## src/rtl/btn_pkg.sv

```systemverilog
// ---------------------------------------------------------------------------
// btn_pkg -- shared constants for the button debouncer.
//
// Contents:
//   N_BTN_DEF            default number of button channels
//   DEBOUNCE_CYCLES_DEF  default stable cycles before a level change is taken
//   REPEAT_DELAY_DEF     default cycles from press to first auto-repeat
//   REPEAT_PERIOD_DEF    default cycles between later auto-repeats
//   cnt_width()          counter width wide enough for every timing constant
// ---------------------------------------------------------------------------
package btn_pkg;

  localparam int N_BTN_DEF           = 7;
  localparam int DEBOUNCE_CYCLES_DEF = 250000;    // 10 ms at 25 MHz
  localparam int REPEAT_DELAY_DEF    = 12500000;  // 0.5 s at 25 MHz
  localparam int REPEAT_PERIOD_DEF   = 2500000;   // 0.1 s at 25 MHz

  // One spare bit above $clog2 of the largest constant so the terminal
  // count is always representable and the counters can never wrap.
  function automatic int cnt_width(input int a, input int b, input int c);
    int m;
    m = a;
    if (b > m) m = b;
    if (c > m) m = c;
    return $clog2(m) + 1;
  endfunction

endpackage

```

## src/rtl/btn_debounce_ch.sv

```systemverilog
// ---------------------------------------------------------------------------
// btn_debounce_ch -- one debounced button channel.
//
// The raw level goes through a 2-flop synchronizer, then a counter that
// runs while the synchronized level disagrees with the accepted state and
// clears whenever they agree. Reaching DEBOUNCE_CYCLES-1 while still
// disagreeing flips the accepted state. Press/release pulses are registered
// on the same edge that flips the state, so each is high during the first
// cycle of the new state. With BTN_DEBOUNCE_REPEAT_EN defined, a held button
// re-pulses press after REPEAT_DELAY cycles and then every REPEAT_PERIOD.
//
// Ports:
//   clk_i      clock, rising edge
//   rst_ni     asynchronous active-low reset
//   btn_i      raw asynchronous button level, 1 = pressed
//   state_o    debounced level
//   press_o    one-cycle press pulse (and auto-repeat pulses when enabled)
//   release_o  one-cycle release pulse
// ---------------------------------------------------------------------------
module btn_debounce_ch
  import btn_pkg::*;
#(
  parameter int DEBOUNCE_CYCLES = DEBOUNCE_CYCLES_DEF,
  parameter int REPEAT_DELAY    = REPEAT_DELAY_DEF,
  parameter int REPEAT_PERIOD   = REPEAT_PERIOD_DEF
) (
  input  logic clk_i,
  input  logic rst_ni,
  input  logic btn_i,
  output logic state_o,
  output logic press_o,
  output logic release_o
);

  localparam int CNT_W = cnt_width(DEBOUNCE_CYCLES, REPEAT_DELAY, REPEAT_PERIOD);
  localparam logic [CNT_W-1:0] DB_LAST = CNT_W'(DEBOUNCE_CYCLES - 1);

  logic [1:0]       sync_q;
  logic [CNT_W-1:0] cnt_q, cnt_d;
  logic             state_q, state_d;
  logic             press_q, press_d;
  logic             release_q, release_d;
  logic             lvl;
  logic             diff;
  logic             hit;
  logic             rise;
  logic             fall;
  logic             rpt_fire;

  assign lvl  = sync_q[1];
  assign diff = lvl ^ state_q;
  // Accept the change on the edge where the counter already holds the
  // terminal value and the level is still different.
  assign hit  = diff && (cnt_q == DB_LAST);
  assign rise = hit & ~state_q;
  assign fall = hit &  state_q;

  always_comb begin
    cnt_d = '0;
    if (diff && !hit) cnt_d = cnt_q + 1'b1;
  end

  assign state_d   = state_q ^ hit;
  assign press_d   = rise | rpt_fire;
  assign release_d = fall;

`ifdef BTN_DEBOUNCE_REPEAT_EN
  localparam logic [CNT_W-1:0] RD_LAST = CNT_W'(REPEAT_DELAY - 1);
  localparam logic [CNT_W-1:0] RP_LAST = CNT_W'(REPEAT_PERIOD - 1);

  logic [CNT_W-1:0] rpt_cnt_q, rpt_cnt_d;
  logic             rpt_first_q, rpt_first_d;

  // Timer runs only while the accepted state is 1 and no release is being
  // accepted this cycle, so a repeat never coincides with a release pulse.
  always_comb begin
    rpt_cnt_d   = '0;
    rpt_first_d = 1'b1;
    rpt_fire    = 1'b0;
    if (state_q && !hit) begin
      rpt_first_d = rpt_first_q;
      if (rpt_cnt_q == (rpt_first_q ? RD_LAST : RP_LAST)) begin
        rpt_fire    = 1'b1;
        rpt_cnt_d   = '0;
        rpt_first_d = 1'b0;
      end else begin
        rpt_cnt_d = rpt_cnt_q + 1'b1;
      end
    end
  end

  always_ff @(posedge clk_i or negedge rst_ni) begin
    if (!rst_ni) begin
      rpt_cnt_q   <= '0;
      rpt_first_q <= 1'b1;
    end else begin
      rpt_cnt_q   <= rpt_cnt_d;
      rpt_first_q <= rpt_first_d;
    end
  end
`else
  assign rpt_fire = 1'b0;
`endif

  always_ff @(posedge clk_i or negedge rst_ni) begin
    if (!rst_ni) begin
      sync_q    <= '0;
      cnt_q     <= '0;
      state_q   <= 1'b0;
      press_q   <= 1'b0;
      release_q <= 1'b0;
    end else begin
      sync_q    <= {sync_q[0], btn_i};
      cnt_q     <= cnt_d;
      state_q   <= state_d;
      press_q   <= press_d;
      release_q <= release_d;
    end
  end

  assign state_o   = state_q;
  assign press_o   = press_q;
  assign release_o = release_q;

endmodule

```

## src/rtl/btn_debounce.sv

```systemverilog
// ---------------------------------------------------------------------------
// btn_debounce -- N_BTN independent debounced button channels.
//
// Optional feature: define BTN_DEBOUNCE_REPEAT_EN to compile in auto-repeat
// of btn_press while a button stays held.
//
// Ports:
//   clk_25mhz    sole clock, rising edge
//   rst_n        asynchronous active-low reset
//   btn          raw button levels, 1 = pressed
//   btn_state    debounced level per button
//   btn_press    one-cycle pulse per accepted press (and per repeat)
//   btn_release  one-cycle pulse per accepted release
//   btn_any      OR of btn_state
// ---------------------------------------------------------------------------
module btn_debounce
  import btn_pkg::*;
#(
  parameter int N_BTN           = N_BTN_DEF,
  parameter int DEBOUNCE_CYCLES = DEBOUNCE_CYCLES_DEF,
  parameter int REPEAT_DELAY    = REPEAT_DELAY_DEF,
  parameter int REPEAT_PERIOD   = REPEAT_PERIOD_DEF
) (
  input  logic             clk_25mhz,
  input  logic             rst_n,
  input  logic [N_BTN-1:0] btn,
  output logic [N_BTN-1:0] btn_state,
  output logic [N_BTN-1:0] btn_press,
  output logic [N_BTN-1:0] btn_release,
  output logic             btn_any
);

  for (genvar g = 0; g < N_BTN; g++) begin : g_ch
    btn_debounce_ch #(
      .DEBOUNCE_CYCLES (DEBOUNCE_CYCLES),
      .REPEAT_DELAY    (REPEAT_DELAY),
      .REPEAT_PERIOD   (REPEAT_PERIOD)
    ) u_ch (
      .clk_i     (clk_25mhz),
      .rst_ni    (rst_n),
      .btn_i     (btn[g]),
      .state_o   (btn_state[g]),
      .press_o   (btn_press[g]),
      .release_o (btn_release[g])
    );
  end

  assign btn_any = |btn_state;

endmodule

```

## config.mk

```make
export PLATFORM = sky130hd
export DESIGN_NAME = btn_debounce
export DESIGN_NICKNAME = d
export VERILOG_FILES = /design/src/rtl/btn_pkg.sv /design/src/rtl/btn_debounce_ch.sv /design/src/rtl/btn_debounce.sv
export SDC_FILE = /design/constraint.sdc
export NUM_CORES = 1
export LEC_CHECK = 0
export BUFFER_PORTS_ARGS = -buffer_cell sky130_fd_sc_hd__clkbuf_2
export CORE_MARGIN = 3
export CORE_UTILIZATION = 50
export CTS_BUF_LIST = sky130_fd_sc_hd__clkbuf_8
export CTS_CLUSTER_SIZE = 25
export DETAILED_ROUTE_END_ITERATION = 8
export PLACE_DENSITY = 0.62
export SETUP_SLACK_MARGIN = 0.5
export SLEW_MARGIN = 20
export SYNTH_ARGS = -nofsm -noshare
export SYNTH_HDL_FRONTEND = slang
export SYNTH_HIERARCHICAL = 1
export SYNTH_SLANG_ARGS = --single-unit
```

## constraint.sdc

```tcl
create_clock -name clk_25mhz -period 2.15 [get_ports clk_25mhz]
set_input_delay 0.3225 -clock clk_25mhz [delete_from_list [all_inputs] [get_ports clk_25mhz]]
set_output_delay 0.3225 -clock clk_25mhz [all_outputs]
set_load 0.02 [all_outputs]
```

==> results of run 1 <==
==> metal layers <==
layer | vias up | track usage [%]
li1 | 3898 | -
met1 | 4004 | 29.4
met2 | 128 | 33.4
met3 | 37 | 3.70
met4 | 0 | 5.78
met5 | - | 0
==> metrics by stage <==
| step | hold slack, ns | std cells | cell area (um2) | utilization (%) | setup slack (ns) |
|---|---|---|---|---|---|
| global route | 0.354 | 1416 | 13400 | 69.9 | 0.123 |
| finish | 0.345 | 1416 | 13400 | 69.9 | 0.173 |
| global placement | 0.333 | 1254 | 10600 | 55.3 | 0.201 |
| CTS | 0.349 | 1384 | 12400 | 64.8 | 0.248 |
| detailed placement | 0.336 | 1254 | 10600 | 55.3 | 0.152 |
| floorplan | 0.0269 | 962 | 9950 | - | 0.261 |
==> layout make-up <==
class                      count  area (um2)  area share [%]
clock inverter                13        77.6           0.579
inverter                      14        52.6           0.393
multi-input combinational    703        5560            41.5
timing repair buffer         170        1470            11.0
tap                          260         325            2.43
clock buffer                  46         633            4.73
sequential                   210        5270            39.4
==> final timing paths <==
kind | from | endpoint | cells past startpoint | slack (ns)
worst min register to register | g_ch[5].u_ch/sync_q[0] | g_ch[5].u_ch/sync_q[1] | 0 | 0.35
max in group asynchronous | rst_n | g_ch[0].u_ch/cnt_q[7] | 3 | 1.07
worst max register to register | g_ch[1].u_ch/cnt_q[10] | flop | 3 | 0.17
worst max-delay path | g_ch[1].u_ch/cnt_q[10] | flop | 3 | 0.17
min in group asynchronous | rst_n | g_ch[1].u_ch/cnt_q[16] | 2 | 0.39
worst min-delay path | g_ch[5].u_ch/sync_q[0] | g_ch[5].u_ch/sync_q[1] | 0 | 0.35
==> cell usage in the layout (no fill, tap or decap), drive strengths merged <==
master / Yosys / routed
dfrtp: 210 / 210
buf: 28 / 130
nor2: 91 / 91
clkbuf: 7 / 78
a21oi: 77 / 77
xor2: 70 / 70
nand3: 63 / 63
o21ai: 49 / 49
or3: 49 / 49
nand4: 49 / 49
nand2: 36 / 36
or4: 35 / 35
and3: 35 / 35
xnor2: 28 / 28
o31ai: 28 / 28
inv: 14 / 24
and4: 21 / 21
nor4: 15 / 15
nor3b: 14 / 14
nor3: 8 / 8
dlygate4sd3: 0 / 8
nand2b: 7 / 7
or4b: 7 / 7
o41ai: 7 / 7
mux2: 7 / 7
ha: 7 / 7
clkinv: 0 / 2
bufinv: 0 / 1
==> registers in the layout (all words and copies together) (netlist names), named ones only <==
name	count
g_ch.u_ch/cnt_q	175
g_ch.u_ch/sync_q	14
g_ch.u_ch/release_o	7
g_ch.u_ch/press_o	7
==> where the power goes <==
part	internal (uW)	total, uW	switching, uW
clock	2020	3580	1560
combinational	199	434	234
sequential	4000	4040	43.0
==> kinds of logic after synthesis <==
| group | synth area share [%] |
|---|---|
| AND/OR/NAND/NOR | 25.1 |
| flip-flops | 52.9 |
| AO/OA/AOI/OAI | 9.08 |
| XOR/XNOR | 8.64 |
| buffers and inverters | 2.38 |
| multiplexers | 1.06 |
| adder cells (fa/ha/maj) | 0.881 |
==> critical path: stages (launching register included) <==
cell and delay [ns]:
dfrtp_1 0.39, or4b_4 0.57, or4_4 0.59, mux2_4 0.31
==> timing repair <==
item,4_1_cts,5_1_grt
endpoints found under the hold margin,76,0
pin swaps,81,53
cloned,7,6
setup buffers,56,26
gates resized for setup,154,187
hold buffers,8,0
endpoints found under the setup margin,190,194
==> reports/metrics.yaml, run 1 <==
run_status:
  run_status: "finished clean"
logic_synthesis:
  async_flop_share_pct: 100
  syn_area_um2: 9940
  synth_fp_nets: 978
  synthTopCellsByCount: "210 x dfrtp_1, 91 x nor2_1, 77 x a21oi_1"
  avgSynthCellArea_um2: 10.3
  yosysWarnings: 6
  synth_edf_count: 0
  syn_inst: 962
  synthTopCellsByArea: "dfrtp_1 53%, xor2_1 6.2%, a21oi_1 3.9%, nor2_1 3.4%, nand3_1 3.2%"
  synth_cell_types: 28
  synth_largest_area_cell: "dfrtp_1"
  ys_ff_latch: 210
  yosysMostFrequentCell: "dfrtp_1"
  synth_ff_type: "dfrtp_1"
  synth_top_area_share_pct: 52.9
  ys_seq_area_share_pct: 52.9
routing:
  drcViolationCount: 0
  highest_layer: "met4"
  wl_met2_um: 11500
  route.vias.total: 8067
  first_pass_iters: 4
  avgRoutedWirePerCell_um: 16.8
  wl_met3_um: 813
  routed_wirelength_um: 23800
  detail_route.vias_per_cell: 5.70
  drt_iter0_markers: 288
  ant_nets: 0
  met1Wirelength_um: 11100
floorplan:
  start_util_pct: 51.9
  die_area_um2: 21600
  row_count: 50
  die_x_um: 147
  die_y_um: 147
  coreArea_um2: 19100
  num_io_pins: 31
setup_path:
  crit_type: "reg -> reg"
  arrival_ns: 2.36
  worstPathMaxFanout: 4
  start_kind: "flop"
  cp-end-kind: "flop"
  required_ns: 2.54
global_route:
  grt_pass1_wl_um: 38200
  grt-ovfl-total: 0
  grt_max_degree: 77
  antenna_found_initial: 0
  track_usage_pct: 20.8
  grt_pass1_vias: 7922
finish:
  syn_to_final_growth_pct: 34.7
  final_nets: 1152
  diodes: 0
  drive_gt1_share_pct: 40.1
  fill_cells: 1407
clock_network:
  clkTransAtPathRegs_ns: 0.05
  cts_tree: "yes"
  numCtsBuffers: 37
  cts_max_level: 2
  clk_latency_ns: 0.51
  cts.path.max_buffers: 3
  clock_sinks: 210
  root_buffer: "clkbuf_8"
sta:
  min_period_ns: 1.98
  timing.final.crit_share_pct: 91.9
  clock_skew_ns: 0.0116
  slew_headroom_pct: 61.3
  report.final.slew_viol_count: 0
  report.final.setup_viol: 0
  fmax_mhz: 506
  rsz0062_at_grt: "yes"
  hold_violations: 0
  fin_tns_setup_ns: 0
  worst_pin_slew_ns: 0.580
power_and_ir_drop:
  powerDensity_nw_per_um2: 602
  p_total_uw: 8060
  leakagePower_uw: 0.00558
  ir_drop_uv: 447
min_path:
  min_path_type: "reg -> reg"
placed_design:
  port_buffers: 30
  detailed_place_hpwl_um: 13100
  routabilityCongestion: 0.824
job:
  cap_violations: 0
(Power assumes the default switching activity.)
==> run 2, diff against run 1 <==
Settings changed: CELL_PAD_IN_SITES_DETAIL_PLACEMENT from default to 1, CELL_PAD_IN_SITES_GLOBAL_PLACEMENT from default to 1, PLACE_DENSITY 0.62 to 0.76.
==> run 2 against run 1 <==
The flow now finishes with violations (negative setup slack). Count of clock-buffer cells in the layout shrank 3. First-iteration DRC count grew to 3.5 times the previous value. Worst hold slack lost 0.021 ns. Die area is the same. Clock power grew 7.0%. Via count grew 27%. Critical path type unchanged.
==> reports/metrics.yaml, run 2 (synthesis results as in run 1) <==
run_status:
  run_status: "finished with violations"
  violations: "negative setup slack"
finish:
  final_nets: 1196
  largest_reg_flops: 175
  final_util_pct: 74.4
  final_common_cell: "dfrtp_1"
  diodes: 0
  syn_to_final_growth_pct: 43.4
  regMostFlops: "g_ch.u_ch/cnt_q"
  stdcell_count: 1464
  final-seq-area_um2: 5290
  multiInputGateArea_um2: 5960
  fill_cells: 1865
  reg_top3: "g_ch.u_ch/cnt_q: 175 flops, g_ch.u_ch/sync_q: 14 flops"
  final_cell_mix: "184 x dfrtp_1, 123 x buf_4, 69 x xor2_1"
  drive_gt1_share_pct: 46.9
global_route:
  antenna_found_initial: 0
  grt_pass1_vias: 10000
  met1_usage_pct: 38.7
  grt-ovfl-total: 0
  grtUsageMet2_pct: 57.8
  grt_use_met3_pct: 4.94
  track_usage_pct: 32.2
  grt_busiest_layer: "met2"
  grt_pass1_wl_um: 56100
  grt_max_degree: 53
routing:
  detail_route.vias_per_cell: 7.01
  drt_iter0_markers: 1006
  first_pass_iters: 8
  route.vias.total: 10300
  drcViolationCount: 0
  avgRoutedWirePerCell_um: 33.4
  ant_nets: 0
  routed_wirelength_um: 48900
placed_design:
  detailed_place_hpwl_um: 16400
  place_inst: 1250
  port_buffers: 30
  dp_slack_ns: 0.115
  routabilityCongestion: 0.800
clock_network:
  numCtsBuffers: 36
  cts.path.max_buffers: 3
  clk_latency_ns: 0.55
  root_buffer: "clkbuf_8"
  clkTransAtPathRegs_ns: 0.07
  clock_sinks: 210
  cts_max_level: 2
  cts_tree: "yes"
setup_path:
  arrival_ns: 3.04
  slowest_delay_ns: 0.64
  cp_slowest_cell: "o31ai_1"
  start_kind: "flop"
  crit_chain: "ha_2 -> and3_4 -> nand4_1 -> buf_4 -> buf_4 -> o31ai_1 -> a21oi_1"
  worst_path_most_repeated_cell: "buf_4"
  required_ns: 2.46
  cp_top_family: "compound AO/OA/AOI/OAI gates"
  crit_buf_inv: 2
  worstPathMaxFanout: 4
  crit_type: "reg -> reg"
  reg2reg_slack_ns: -0.57
  cp-end-kind: "flop"
sta:
  report.final.slew_viol_count: 0
  layout_setup_ws_ns: -0.572
  worst_pin_slew_ns: 0.799
  min_period_ns: 2.72
  hold_violations: 0
  fmax_mhz: 367
  report.final.setup_viol: 15
  timing.final.crit_share_pct: 127
  slew_headroom_pct: 46.3
  clock_skew_ns: 0.0338
  rsz0062_at_grt: "yes"
floorplan:
  die_x_um: 147
  die_area_um2: 21600
  num_io_pins: 31
  row_count: 50
  coreArea_um2: 19100
  start_util_pct: 51.9
  die_y_um: 147
min_path:
  min_path_type: "in -> async"
job:
  cap_violations: 0
power_and_ir_drop:
  powerDensity_nw_per_um2: 592
  leakagePower_uw: 0.00591
  ir_drop_uv: 518
run 2: changes by cell type in the layout (fill, tap and decap cells not counted), sizes merged:
cell    change
clkbuf      -5
inv         +2
buf        +47
clkinv      +4
run 2: repair_timing:
action | 4_1_cts | 5_1_grt
endpoints found under the hold margin | 49 | 0
gates cloned | 13 | 0
endpoints found under the setup margin | 192 | 191
pin swaps | 98 | 64
buffers inserted | 95 | 36
resized for setup | 274 | 199
hold buffers | 8 | 0
run 2: power by group:
group          total (uW)  switching (uW)  internal (uW)
Sequential           4060            62.2           4000
Combinational         547             313            234
Clock                3830            1890           1930
Total                8430            2270           6160
run 2: stage by stage:
stage	setup TNS, ns	instance area (um2)	hold slack (ns)	power (uW)
after floorplan	0	9950	0.0269	4200
after global placement	0	10600	0.303	4350
after detailed placement	0	10600	0.310	4370
after CTS	0	13200	0.313	8080
after global routing	-0.752	14300	0.342	8600
final	-1.02	14300	0.324	8430
run 2: worst paths after layout:
kind,start,to,cells past startpoint
min in group clk_25mhz,g_ch[5].u_ch/sync_q[0],g_ch[5].u_ch/sync_q[1],0
max reg2reg,g_ch[2].u_ch/cnt_q[0],g_ch[2].u_ch/cnt_q[22],7
min reg2reg,g_ch[5].u_ch/sync_q[0],g_ch[5].u_ch/sync_q[1],0
max,g_ch[2].u_ch/cnt_q[0],g_ch[2].u_ch/cnt_q[22],7
max in group asynchronous,rst_n,g_ch[5].u_ch/cnt_q[8],3
min,rst_n,g_ch[4].u_ch/cnt_q[19],2
run 2: final cells by class:
cell class	instances	area share, %
repair buffers	215	13.5
clock inverters	19	0.737
multi-input cells	703	41.9
inverters	14	0.369
well taps	260	2.28
flip-flops and latches	210	37.1
clock buffers	43	4.15
run 2: layer usage:
metal | routed length (um) | vias up | part of all wire, %
met2 | 24000 | 774 | 49
li1 | - | 3985 | -
met3 | 3990 | 306 | 8.1
met5 | 0 | - | 0
met4 | 4060 | 0 | 8.3
met1 | 16900 | 5194 | 35
